[config.mk]
export PLATFORM = sky130hd
export DESIGN_NAME = fetch_unit_flat
export DESIGN_NICKNAME = d
export VERILOG_FILES = /design/src/rtl/fetch_unit_if.sv /design/src/rtl/fetch_unit.sv /design/src/flat_wrapper.sv
export SDC_FILE = /design/constraint.sdc
export NUM_CORES = 1
export LEC_CHECK = 0
export ABC_AREA = 1
export CORE_MARGIN = 3
export CORE_UTILIZATION = 30
export DETAILED_ROUTE_END_ITERATION = 16
export HOLD_SLACK_MARGIN = 0.1
export PLACE_DENSITY = 0.57
export SYNTH_ARGS = -nofsm -noshare
export SYNTH_HDL_FRONTEND = slang
export SYNTH_SLANG_ARGS = --single-unit
[constraint.sdc]
create_clock -name clk -period 10.5 [get_ports clk]
set_input_delay 1.575 -clock clk [delete_from_list [all_inputs] [get_ports clk]]
set_output_delay 1.575 -clock clk [all_outputs]
set_load 0.05 [all_outputs]
[src/rtl/fetch_unit_if.sv]
// Fetch-stage bus: request inputs, memory read data and PC/status outputs.
// slave = fetch unit, master = control logic and instruction memory.
interface fetch_unit_if;
    logic        stall;
    logic        branch_taken;
    logic [31:0] branch_offset;
    logic        jump;
    logic [25:0] jump_target;
    logic        halt_req;
    logic [31:0] instr_in;
    logic [31:0] pc_out;
    logic [31:0] pc_plus1;
    logic [31:0] instr_out;
    logic        instr_valid;
    logic [1:0]  state;
    logic        fault;
    logic [31:0] retired_count;

    modport slave (
        input  stall, branch_taken, branch_offset, jump, jump_target,
        input  halt_req, instr_in,
        output pc_out, pc_plus1, instr_out, instr_valid, state, fault,
        output retired_count
    );

    modport master (
        output stall, branch_taken, branch_offset, jump, jump_target,
        output halt_req, instr_in,
        input  pc_out, pc_plus1, instr_out, instr_valid, state, fault,
        input  retired_count
    );
endinterface

[src/rtl/fetch_unit.sv]
// PC register and fetch control: next-PC selection, range trap,
// sticky HALT/FAULT states and a saturating retired-instruction counter.
module fetch_unit #(
    parameter int          IMEM_DEPTH = 18,
    parameter logic [31:0] RESET_PC   = 32'd0
) (
    input  logic         clk,
    input  logic         reset,
    fetch_unit_if.slave  bus
);
    typedef enum logic [1:0] {
        S_RUN   = 2'd0,
        S_HALT  = 2'd1,
        S_FAULT = 2'd2
    } state_t;

    localparam logic [31:0] LP_DEPTH = 32'(IMEM_DEPTH);

    state_t      r_state;
    state_t      w_state_nxt;
    logic [31:0] r_pc;
    logic [31:0] w_pc_nxt;
    logic [31:0] r_count;
    logic [31:0] w_pc_inc;
    logic [31:0] w_cand;
    logic        w_oob;
    logic        w_valid;

    // Candidate target and its range check; sign bit set means negative.
    always_comb begin
        w_pc_inc = r_pc + 32'd1;
        w_cand   = w_pc_inc;
        if (bus.jump) begin
            w_cand = {6'b0, bus.jump_target};
        end else if (bus.branch_taken) begin
            w_cand = w_pc_inc + bus.branch_offset;
        end
        w_oob   = w_cand[31] || (w_cand >= LP_DEPTH);
        w_valid = (r_state == S_RUN) && !bus.stall && !bus.halt_req;
    end

    // Next-state and next-PC decision; PC holds unless a legal move happens.
    always_comb begin
        w_state_nxt = r_state;
        w_pc_nxt    = r_pc;
        case (r_state)
            S_RUN: begin
                if (bus.halt_req) begin
                    w_state_nxt = S_HALT;
                end else if (!bus.stall) begin
                    if (w_oob) begin
                        w_state_nxt = S_FAULT;
                    end else begin
                        w_pc_nxt = w_cand;
                    end
                end
            end
            S_HALT:  w_state_nxt = S_HALT;
            S_FAULT: w_state_nxt = S_FAULT;
            default: w_state_nxt = S_FAULT;
        endcase
    end

    // State, PC and retired counter registers with synchronous reset.
    always_ff @(posedge clk) begin
        if (reset) begin
            r_state <= S_RUN;
            r_pc    <= RESET_PC;
            r_count <= 32'd0;
        end else begin
            r_state <= w_state_nxt;
            r_pc    <= w_pc_nxt;
            if (w_valid && (r_count != 32'hFFFF_FFFF)) begin
                r_count <= r_count + 32'd1;
            end
        end
    end

    assign bus.pc_out        = r_pc;
    assign bus.pc_plus1      = w_pc_inc;
    assign bus.instr_out     = bus.instr_in;
    assign bus.instr_valid   = w_valid;
    assign bus.state         = r_state;
    assign bus.fault         = (r_state == S_FAULT);
    assign bus.retired_count = r_count;
endmodule

[src/flat_wrapper.sv]
// flat-port wrapper written by rule: the top's interface ports become plain ports
module fetch_unit_flat 
#(
    parameter int          IMEM_DEPTH = 18,
    parameter logic [31:0] RESET_PC   = 32'd0
)
  (clk, reset, bus_stall, bus_branch_taken, bus_branch_offset, bus_jump, bus_jump_target, bus_halt_req, bus_instr_in, bus_pc_out, bus_pc_plus1, bus_instr_out, bus_instr_valid, bus_state, bus_fault, bus_retired_count);
  fetch_unit_if bus_i ();
  input  logic clk;
  input  logic reset;
  input wire logic [$bits(bus_i.stall)-1:0] bus_stall;
  input wire logic [$bits(bus_i.branch_taken)-1:0] bus_branch_taken;
  input wire logic [$bits(bus_i.branch_offset)-1:0] bus_branch_offset;
  input wire logic [$bits(bus_i.jump)-1:0] bus_jump;
  input wire logic [$bits(bus_i.jump_target)-1:0] bus_jump_target;
  input wire logic [$bits(bus_i.halt_req)-1:0] bus_halt_req;
  input wire logic [$bits(bus_i.instr_in)-1:0] bus_instr_in;
  output wire logic [$bits(bus_i.pc_out)-1:0] bus_pc_out;
  output wire logic [$bits(bus_i.pc_plus1)-1:0] bus_pc_plus1;
  output wire logic [$bits(bus_i.instr_out)-1:0] bus_instr_out;
  output wire logic [$bits(bus_i.instr_valid)-1:0] bus_instr_valid;
  output wire logic [$bits(bus_i.state)-1:0] bus_state;
  output wire logic [$bits(bus_i.fault)-1:0] bus_fault;
  output wire logic [$bits(bus_i.retired_count)-1:0] bus_retired_count;
  assign bus_i.stall = bus_stall;
  assign bus_i.branch_taken = bus_branch_taken;
  assign bus_i.branch_offset = bus_branch_offset;
  assign bus_i.jump = bus_jump;
  assign bus_i.jump_target = bus_jump_target;
  assign bus_i.halt_req = bus_halt_req;
  assign bus_i.instr_in = bus_instr_in;
  assign bus_pc_out = bus_i.pc_out;
  assign bus_pc_plus1 = bus_i.pc_plus1;
  assign bus_instr_out = bus_i.instr_out;
  assign bus_instr_valid = bus_i.instr_valid;
  assign bus_state = bus_i.state;
  assign bus_fault = bus_i.fault;
  assign bus_retired_count = bus_i.retired_count;
  fetch_unit #(.IMEM_DEPTH(IMEM_DEPTH), .RESET_PC(RESET_PC)) u_core (.clk(clk), .reset(reset), .bus(bus_i));
endmodule
# [Word-level counts from Yosys, hierarchy flattened]
# Cells that the tools add are included.
[totals] out_inout_bits=132 register_bits=66 input_bits=96
[classes] reduce_logical=9 n_eq_ne=5 add_sub_neg=3 n_lt_le_gt_ge=1 bitwise_logic=3 n_mux=6
[ops] cell="adder 32 x 1 -> 32 bit, second input constant" n=2
[ops] cell="2-to-1 mux 32 bit" n=2
[ops] cell="adder 32 bit" n=1
[ops] cell="greater-or-equal comparator 32 x 5 -> 1 bit, second input constant" n=1
[ops] cell="!= test 32 bit, second input constant" n=1
[ops] cell="2-to-1 mux 2 bit" n=3
[ops] cell="one-hot mux 2 bit (2 select lines)" n=1
[ops] cell="AND reduction 4 bit" n=1
[ops] cell="logical AND 1 bit" n=3
[ops] cell="!= test 3 x 2 -> 1 bit, second input constant" n=1
[ops] cell="!= test 3 bit, second input constant" n=1
[ops] cell="inverter 1 bit" n=3
[ops] cell="equality test 2 x 1 -> 1 bit, second input constant" n=1
[ops] cell="equality test 2 bit, second input constant" n=1
[ops] cell="logical NOT 1 bit" n=2
[ops] cell="logical NOT 2 bit" n=1
[ops] cell="AND reduction 2 bit" n=1
[ops] cell="logical OR 1 bit" n=1

# [Depth between registers and ports, before layout]
# Gate-level depths: netlist of the first run.
[depth] depth_word=10 depth_mapped=30 depth_no_buf=30

# [Worst setup path after synthesis of the first run]
# Ideal clock, no wire load.
[synth_timing] path_type="flip-flop to flip-flop" start="register u_core.r_pc[0], in the netlist u_core.bus.pc_out[0]" end="register u_core.r_pc[15], in the netlist u_core.bus.pc_out[15]" path_stages_with_launch=29 slack_ps=6221 setup_time_ps=118 t_required_ps=10382 period_less_slack_ps=4279 path_buffers=1 arrival_ps=4161 cell_sequence="dfxtp_1 > ha_1 > nand2_4 > nor2_4 > nand2_4 > nor2_4 > inv_2 > nand2_1 > and2_1 > ha_1 > nand2_1 > inv_1 > nand2_1 > nand2_1 > a21oi_1 > nor2_1 > nor2_1 > nand2_1 > nand2_1 > nand3_1 > nand2_1 > nand2_1 > inv_1 > nand2_1 > nor2_2 > nand4_4 > nand2_4 > buf_12 > a21oi_2"
[synth_between] elab_chain_len=8
[synth_rtl] element="start, declared" line="fetch_unit.sv:21" text="logic [31:0] r_pc;"
[synth_rtl] element="start signal, assigned" line="fetch_unit.sv:72" text="r_pc <= w_pc_nxt;"
[synth_rtl] element="adder 32 x 1 -> 32 bit (*)" line="fetch_unit.sv:31" text="w_pc_inc = r_pc + 32'd1;"
[synth_rtl] element="net bus_pc_plus1[14]" line="flat_wrapper.sv:19" text="output wire logic [$bits(bus_i.pc_plus1)-1:0] bus_pc_plus1;"
[synth_rtl] element="adder 32 bit" line="fetch_unit.sv:36" text="w_cand = w_pc_inc + bus.branch_offset;"
[synth_rtl] element="2-to-1 mux 32 bit (*)" line="fetch_unit.sv:35" text="end else if (bus.branch_taken) begin"
[synth_rtl] element="2-to-1 mux 32 bit (*)" line="fetch_unit.sv:33" text="if (bus.jump) begin"
[synth_rtl] element="greater-or-equal comparator 32 x 5 -> 1 bit" line="fetch_unit.sv:38" text="w_oob = w_cand[31] || (w_cand >= LP_DEPTH);"
[synth_rtl] element="logical OR 1 bit" line="fetch_unit.sv:38"
[synth_rtl] element="inverter 1 bit (no source line)"
[synth_rtl] element="AND reduction 4 bit (no source line)"
# Mark *: on every way through the listed nets, which the timed path passes. The rest lies on a longest branch.
# A chain may end at the register's enable or synchronous reset.

# [Final worst setup path of the first run]
[layout_timing] start="register u_core.r_pc[0], in the netlist u_core.bus.pc_out[0]" end="register u_core.r_pc[17], in the netlist u_core.bus.pc_out[17]"
[layout_between] elab_chain_len=8
[layout_rtl] element="adder 32 x 1 -> 32 bit (*)" line="fetch_unit.sv:31"
[layout_rtl] element="adder 32 bit" line="fetch_unit.sv:36"
[layout_rtl] element="2-to-1 mux 32 bit (*)" line="fetch_unit.sv:35"
[layout_rtl] element="2-to-1 mux 32 bit (*)" line="fetch_unit.sv:33"
[layout_rtl] element="greater-or-equal comparator 32 x 5 -> 1 bit" line="fetch_unit.sv:38"
[layout_rtl] element="logical OR 1 bit" line="fetch_unit.sv:38"
[layout_rtl] element="inverter 1 bit (no source line)"
[layout_rtl] element="AND reduction 4 bit (no source line)"
# Mark *: on every way between the ends. The rest lies on a longest branch, timed or not.

==> summary.txt, run 1 <==
core area: 25180 um^2
R2R Setup Slk: 5.11 ns
final hold vios: 0
Inserted Clock Buffers: 9
Slew Limit Fails: 0
CTS Hold Bufs: 0
Post-synth ARST share: 0
post-synthesis compound-gate area fraction: 0.1096
unrepaired setup endpoints after global routing: false
DP HPWL: 24280 um
Routability Congestion: 0.9247
CP Max Fanout: 36
Hold Path Class: flip-flop to flip-flop
Worst EP arrival: 5.59 ns
Clk pwr share: 0.484
post-route ant nets: 0
H-tree levels: 3
WP data required: 10.69 ns
register bit count reported by yosys: 66
crit path max-delay cell type: nand2_4
Post-Synth Adder-Cell Area: 0.06105
Final min period: 5.394 ns
Syn Area/Cell: 5.423 um^2
port buffer count: 163
clock skew: 0.005895 ns
post-route clock period utilization: 0.5138
top cells by area, synth: nand2_1 25%, dfxtp_1 17%, inv_1 12%
largest net degree at the start of global routing: 41
Post-CTS Setup Bufs: 0
fill count: 2806
post-route setup TNS: 0 ns
Slew @ Worst Pin: 0.8096 ns
worst vdd ir: 0.07589 mV
Sw Ratio: 0.2575
# resized after CTS: 0
Final Routed Wirelength: 29070 um
Warnings, synthesis: 0
clk sinks: 66
Rel. slew slack: 0.4593
Site Rows: 58
cell accounting for the most synthesized area: nand2_1
overall power: 738.1 uW
layout cells sized above 1: 0.04968
final setup violating endpoints: 0
max_cap viols: 0
DRC errors left: 0
Layout area overhead: 26.40%
Main synth FF type: dfxtp_1
P per Cell Area: 75.77 nW/um^2
Die Height: 166.3 um
Worst-path clk slew: 0.05 ns
most used cell, CP: nand2_1
vias in the first global route: 8642
Comb power frac: 0.173
die width: 166.3 um
initial antenna violation count: 0
number of distinct library cells after synthesis: 43
Initial Utilization: 0.3060
Root Driver: clkbuf_16
Antenna diodes: 0
vias per cell: 4.755
nets: 1678
XOR/XNOR Fraction of Synth Area: 0.007956
CP Class: flip-flop to flip-flop
synthesized area: 7706 um^2
Reg power frac: 0.343
Post-synth EDFFs: 0
WL/cell: 15.46 um
register area share after synthesis: 0.1715
Critical Path Source Type: flip-flop
multiplexer area fraction after synthesis: 0.001299
Critical Path Max Stage Delay: 0.66 ns
largest family of logic cells by synthesized area: simple AND/OR/NAND/NOR gates
TritonCTS clock tree: built
simple-gate portion of the synthesized area: 0.4723
initial drt markers: 539
Max Root-Sink Buffers: 2
Power Internal: 548.0 uW
static leakage: 0.004789 uW
area taken by multi-input logic gates: 5026 um^2
Pre-Repair DR Iteration Count: 5
Remaining Overflow, GRT: 0
Net Sw Power: 190.0 uW
Placement Setup Slack: 4.778 ns
GRT Total Usage: 0.2036
Max Freq: 185.4 MHz
num ports: 228
first-pass GRT wire length: 45230 um
Mapped Cells: 1421
Syn Nets: 1554
Final WS setup: 5.106 ns
latest clock arrival within the worst-skew pair: 0.33 ns
CP Capture Type: flip-flop
top cell type's share of synthesized area: 0.2465
run status: completed
Reg area: 1321 um^2
final hold slack: 0.4907 ns
die area: 27650 um^2
routed vias: 8939
through the flow:
step           cells    util  cell area (um^2)
6_report        1880  0.3868              9741
5_1_grt         1880  0.3868              9741
4_1_cts         1880  0.3868              9741
3_5_place_dp    1864  0.3728              9387
3_3_place_gp    1864  0.3728              9387
2_1_floorplan   1421       -              7706
power by group through the flow:
stage / Sequential, uW / Clock (uW) / Combinational [uW]
after floorplan: 264 / 0 / 105
after global placement: 259 / 0 / 127
after detailed placement: 259 / 0 / 127
after CTS: 253 / 365 / 128
after global routing: 253 / 374 / 143
final: 253 / 357 / 128
worst paths after layout:
kind                                    start                          end  cells past startpoint
setup reg to reg         u_core.bus.pc_out[0]        u_core.bus.pc_out[17]                     26
hold / removal    u_core.bus.retired_count[4]  u_core.bus.retired_count[4]                      2
hold reg to reg   u_core.bus.retired_count[4]  u_core.bus.retired_count[4]                      2
setup / recovery         u_core.bus.pc_out[0]        u_core.bus.pc_out[17]                     26
layer usage:
| metal | track usage | share of wire |
|---|---|---|
| met5 | 0 | 0 |
| met2 | 0.3601 | 0.48 |
| met1 | 0.2496 | 0.43 |
| met4 | 0.06564 | 0.030 |
| met3 | 0.03832 | 0.057 |
kinds of logic (layout without fill, tap and decap cells):
| family | count (synthesis) | count (layout) |
|---|---|---|
| buffers and inverters | 312 | 441 |
| XOR/XNOR | 7 | 7 |
| flip-flops | 66 | 66 |
| adder cells (fa/ha/maj) | 37 | 37 |
| AND/OR/NAND/NOR | 858 | 858 |
| AO/OA/AOI/OAI | 140 | 140 |
| multiplexers | 1 | 1 |
layout make-up:
class,instances,share of cell area
Clock inverter,4,0.01002
Inverter,259,0.09981
Clock buffer,12,0.02633
Tap cell,330,0.04239
Multi-Input combinational cell,1043,0.5160
Timing Repair Buffer,166,0.1698
Sequential cell,66,0.1356
Yosys cell counts (4+ instances only):
| cell | number |
|---|---|
| a21oi_1 | 70 |
| ha_1 | 36 |
| buf_4 | 33 |
| nor2_2 | 13 |
| and2_1 | 4 |
| clkbuf_1 | 8 |
| o21ai_0 | 25 |
| nor3_1 | 19 |
| nor4_1 | 6 |
| dfxtp_1 | 66 |
| nand2_4 | 4 |
| inv_1 | 255 |
| nand2_1 | 506 |
| a21oi_2 | 23 |
| xor2_1 | 6 |
| nor2_1 | 143 |
| buf_2 | 4 |
| nand3_1 | 122 |
| nor2_4 | 6 |
| nand4_1 | 28 |
cells in the final DEF, fill, tap and decap left out, drive strengths merged:
cell type,n
nor2,162
nor3,19
mux2i,1
a21o,3
xor2,6
a211oi,2
xnor2,1
a21boi,5
o21ai,30
nor4,6
and2,4
dfxtp,66
o21a,3
inv,257
clkinvlp,1
clkinv,2
o21bai,3
a21oi,93
fa,1
clkbuf,12
nand4,29
o211ai,1
buf,3
nand3,124
nand2,511
bufinv,3
ha,36
clkdlybuf4s50,163
or2,3
state kept, by name, summed over array words and instances (netlist names):
signal / cells
u_core.bus.retired_count: 32
u_core.bus.state: 2
u_core.bus.pc_out: 32
critical path, delay by kind of cell (launching register included):
family	cells	cell delay, ns
AND/OR/NAND/NOR	20	3.64
adder cells (fa/ha/maj)	2	0.80
buffers and inverters	3	0.21
flip-flops	1	0.51
AO/OA/AOI/OAI	1	0.05
Note: power is estimated with default switching activity, not from simulation.
==> run 2: changes to the inputs <==
==> constraint.sdc (replaced) <==
create_clock -name clk -period 5.1 [get_ports clk]
set_input_delay 0.765 -clock clk [delete_from_list [all_inputs] [get_ports clk]]
set_output_delay 0.765 -clock clk [all_outputs]
set_load 0.05 [all_outputs]
==> run 2 against run 1 <==
Combinational power increased by 110%. Worst setup slack worse by 4.4 ns. Clock power rose by 96%. Critical path depth grew 2. Non-clock buffer count up 4. Worst hold slack worse by 0.0097 ns. Largest power group unchanged. Design area grew 0.15%. Sequential share of layout area hardly changed. Critical endpoint is now u_core.bus.pc_out[3]. Largest cell class unchanged. Register-to-register slack worse by 4.4 ns.
==> summary.txt, run 2 (synthesis results as in run 1) <==
crit path max-delay cell type: dfxtp_1
Worst-path clk slew: 0.06 ns (about the same)
area taken by multi-input logic gates: 5026 um^2 (unchanged)
Hold Path Stages: 2 (unchanged)
first-pass GRT wire length: 45040 um (-0.41%)
Site Rows: 58 (unchanged)
commonest non-fill, non-tap cell in the layout: nand2_1
Reg area: 1321 um^2 (unchanged)
most frequent cells in the layout: 506 x nand2_1, 255 x inv_1, 163 x clkdlybuf4s50_1, 143 x nor2_1, 122 x nand3_1
R2R Setup Slk: 0.73 ns (-4.37 ns)
r2r worst-path depth: 28 (+7.7%)
port buffer count: 163 (unchanged)
Root Driver: clkbuf_16
static leakage: 0.004803 uW (+0.29%)
vias per cell: 4.739 (-0.32%)
final hold slack: 0.4810 ns (-0.009685 ns)
largest net degree at the start of global routing: 40 (-2.4%)
layout cells sized above 1: 0.05277 (+0.003090)
WL/cell: 15.42 um (-0.25%)
Slew @ Worst Pin: 0.7149 ns (-0.09470 ns)
CTS Hold Bufs: 0 (unchanged)
GRT Total Usage: 0.2027 (-0.0008362)
initial antenna violation count: 0 (unchanged)
hold path startpoint: u_core.bus.retired_count[4]
Remaining Overflow, GRT: 0 (unchanged)
Post-CTS Setup Bufs: 0 (unchanged)
run status: completed
max_cap viols: 0 (unchanged)
initial drt markers: 487 (-9.6%)
fill count: 2801 (-0.18%)
Initial Utilization: 0.3060 (unchanged)
H-tree levels: 3 (unchanged)
P per Cell Area: 152.5 nW/um^2 (+100%)
# resized after CTS: 0 (unchanged)
latest clock arrival within the worst-skew pair: 0.33 ns (about the same)
Routability Congestion: 0.9472 (+2.4%)
Final Routed Wirelength: 29060 um (about the same)
TritonCTS clock tree: built
launch point of the worst path: u_core.bus.pc_out[0]
Pre-Repair DR Iteration Count: 6 (+1)
Die Height: 166.3 um (unchanged)
worst reg2reg path endpoint: u_core.bus.pc_out[3]
clk sinks: 66 (unchanged)
worst hold endpoint: u_core.bus.retired_count[4]
routed vias: 8929 (-0.11%)
Critical Path Source Type: flip-flop
DRC errors left: 0 (unchanged)
Critical Path Max Stage Delay: 0.50 ns (-0.16 ns)
final hold vios: 0 (unchanged)
Rel. slew slack: 0.5229 (+0.06365)
Max Freq: 229.0 MHz (+24%)
post-route clock period utilization: 0.8564 (+0.3426)
CP Capture Type: flip-flop
worst r2r src: u_core.bus.pc_out[0]
most used cell, CP: nand2_1
overall power: 1488 uW (+100%)
Final min period: 4.367 ns (-1.027 ns)
nets: 1682 (+0.24%)
vias in the first global route: 8537 (-1.2%)
Layout area overhead: 26.60%
Hold Path Class: flip-flop to flip-flop
die width: 166.3 um (unchanged)
Worst EP arrival: 4.64 ns (-0.95 ns)
die area: 27650 um^2 (unchanged)
final setup violating endpoints: 0 (unchanged)
CP Class: flip-flop to flip-flop
Inserted Clock Buffers: 9 (unchanged)
num ports: 228 (unchanged)
worst vdd ir: 0.1760 mV (+130%)
clock skew: 0.007737 ns (+0.001843 ns)
Slew Limit Fails: 0 (unchanged)
unrepaired setup endpoints after global routing: false
WP data required: 5.37 ns (-5.32 ns)
DP HPWL: 24320 um (+0.16%)
post-route ant nets: 0 (unchanged)
Antenna diodes: 0 (unchanged)
Max Root-Sink Buffers: 2 (unchanged)
CP Max Fanout: 19 (-47%)
core area: 25180 um^2 (unchanged)
post-route setup TNS: 0 ns (unchanged)
-- run 2: changes by cell type in the layout (fill, tap and decap cells not counted), sizes merged --
cell,previous run,this run
bufinv,3,2
clkinv,2,3
buf,3,7
-- run 2: how the worst max path moves through the flow --
stage,cells after the start,to,slack [ns]
2_1_floorplan,28,u_core.bus.pc_out[15],0.82
3_3_place_gp,28,u_core.bus.pc_out[4],0.73
3_5_place_dp,28,u_core.bus.pc_out[3],0.71
4_1_cts,28,u_core.bus.pc_out[3],0.69
5_1_grt,28,u_core.bus.pc_out[3],0.25
6_report,28,u_core.bus.pc_out[3],0.73
-- run 2: critical path: cells and delay by family (launching register included) --
family / cells / cell delay (ns)
flip-flops: 1 / 0.50
buffers and inverters: 4 / 0.47
AND/OR/NAND/NOR: 22 / 2.51
adder cells (fa/ha/maj): 2 / 0.79
-- run 2: layout make-up --
cell class                      count  share of cell area
Multi-Input combinational cell   1043              0.5152
Timing Repair Buffer              170              0.1726
Sequential cell                    66              0.1354
Inverter                          259             0.09965
Tap cell                          330             0.04232
Clock buffer                       12             0.02732
Clock inverter                      4            0.007439
-- run 2: metal layers --
metal  up-vias  routed length [um]  GRT usage
met1      3996               12340     0.2480
met2       245               14030     0.3610
met5         -                   0          0
met3        40                1927    0.04189
met4         0                 758    0.05667
li1       4648                   -          -
-- run 2: per-stage QoR --
step / instance area (um^2) / utilization / instances / setup slack, ns
finish: 9756 / 0.3874 / 1884 / 0.7325
global route: 9756 / 0.3874 / 1884 / 0.2462
CTS: 9756 / 0.3874 / 1884 / 0.6948
detailed placement: 9417 / 0.3739 / 1868 / 0.7143
global placement: 9417 / 0.3739 / 1868 / 0.7280
floorplan: 7706 / - / 1421 / 0.8214
-- run 2: power breakdown --
group | switching, uW | internal (uW)
sequential | 2.74 | 519
combinational | 160 | 106
clock | 233 | 467
total | 396 | 1090
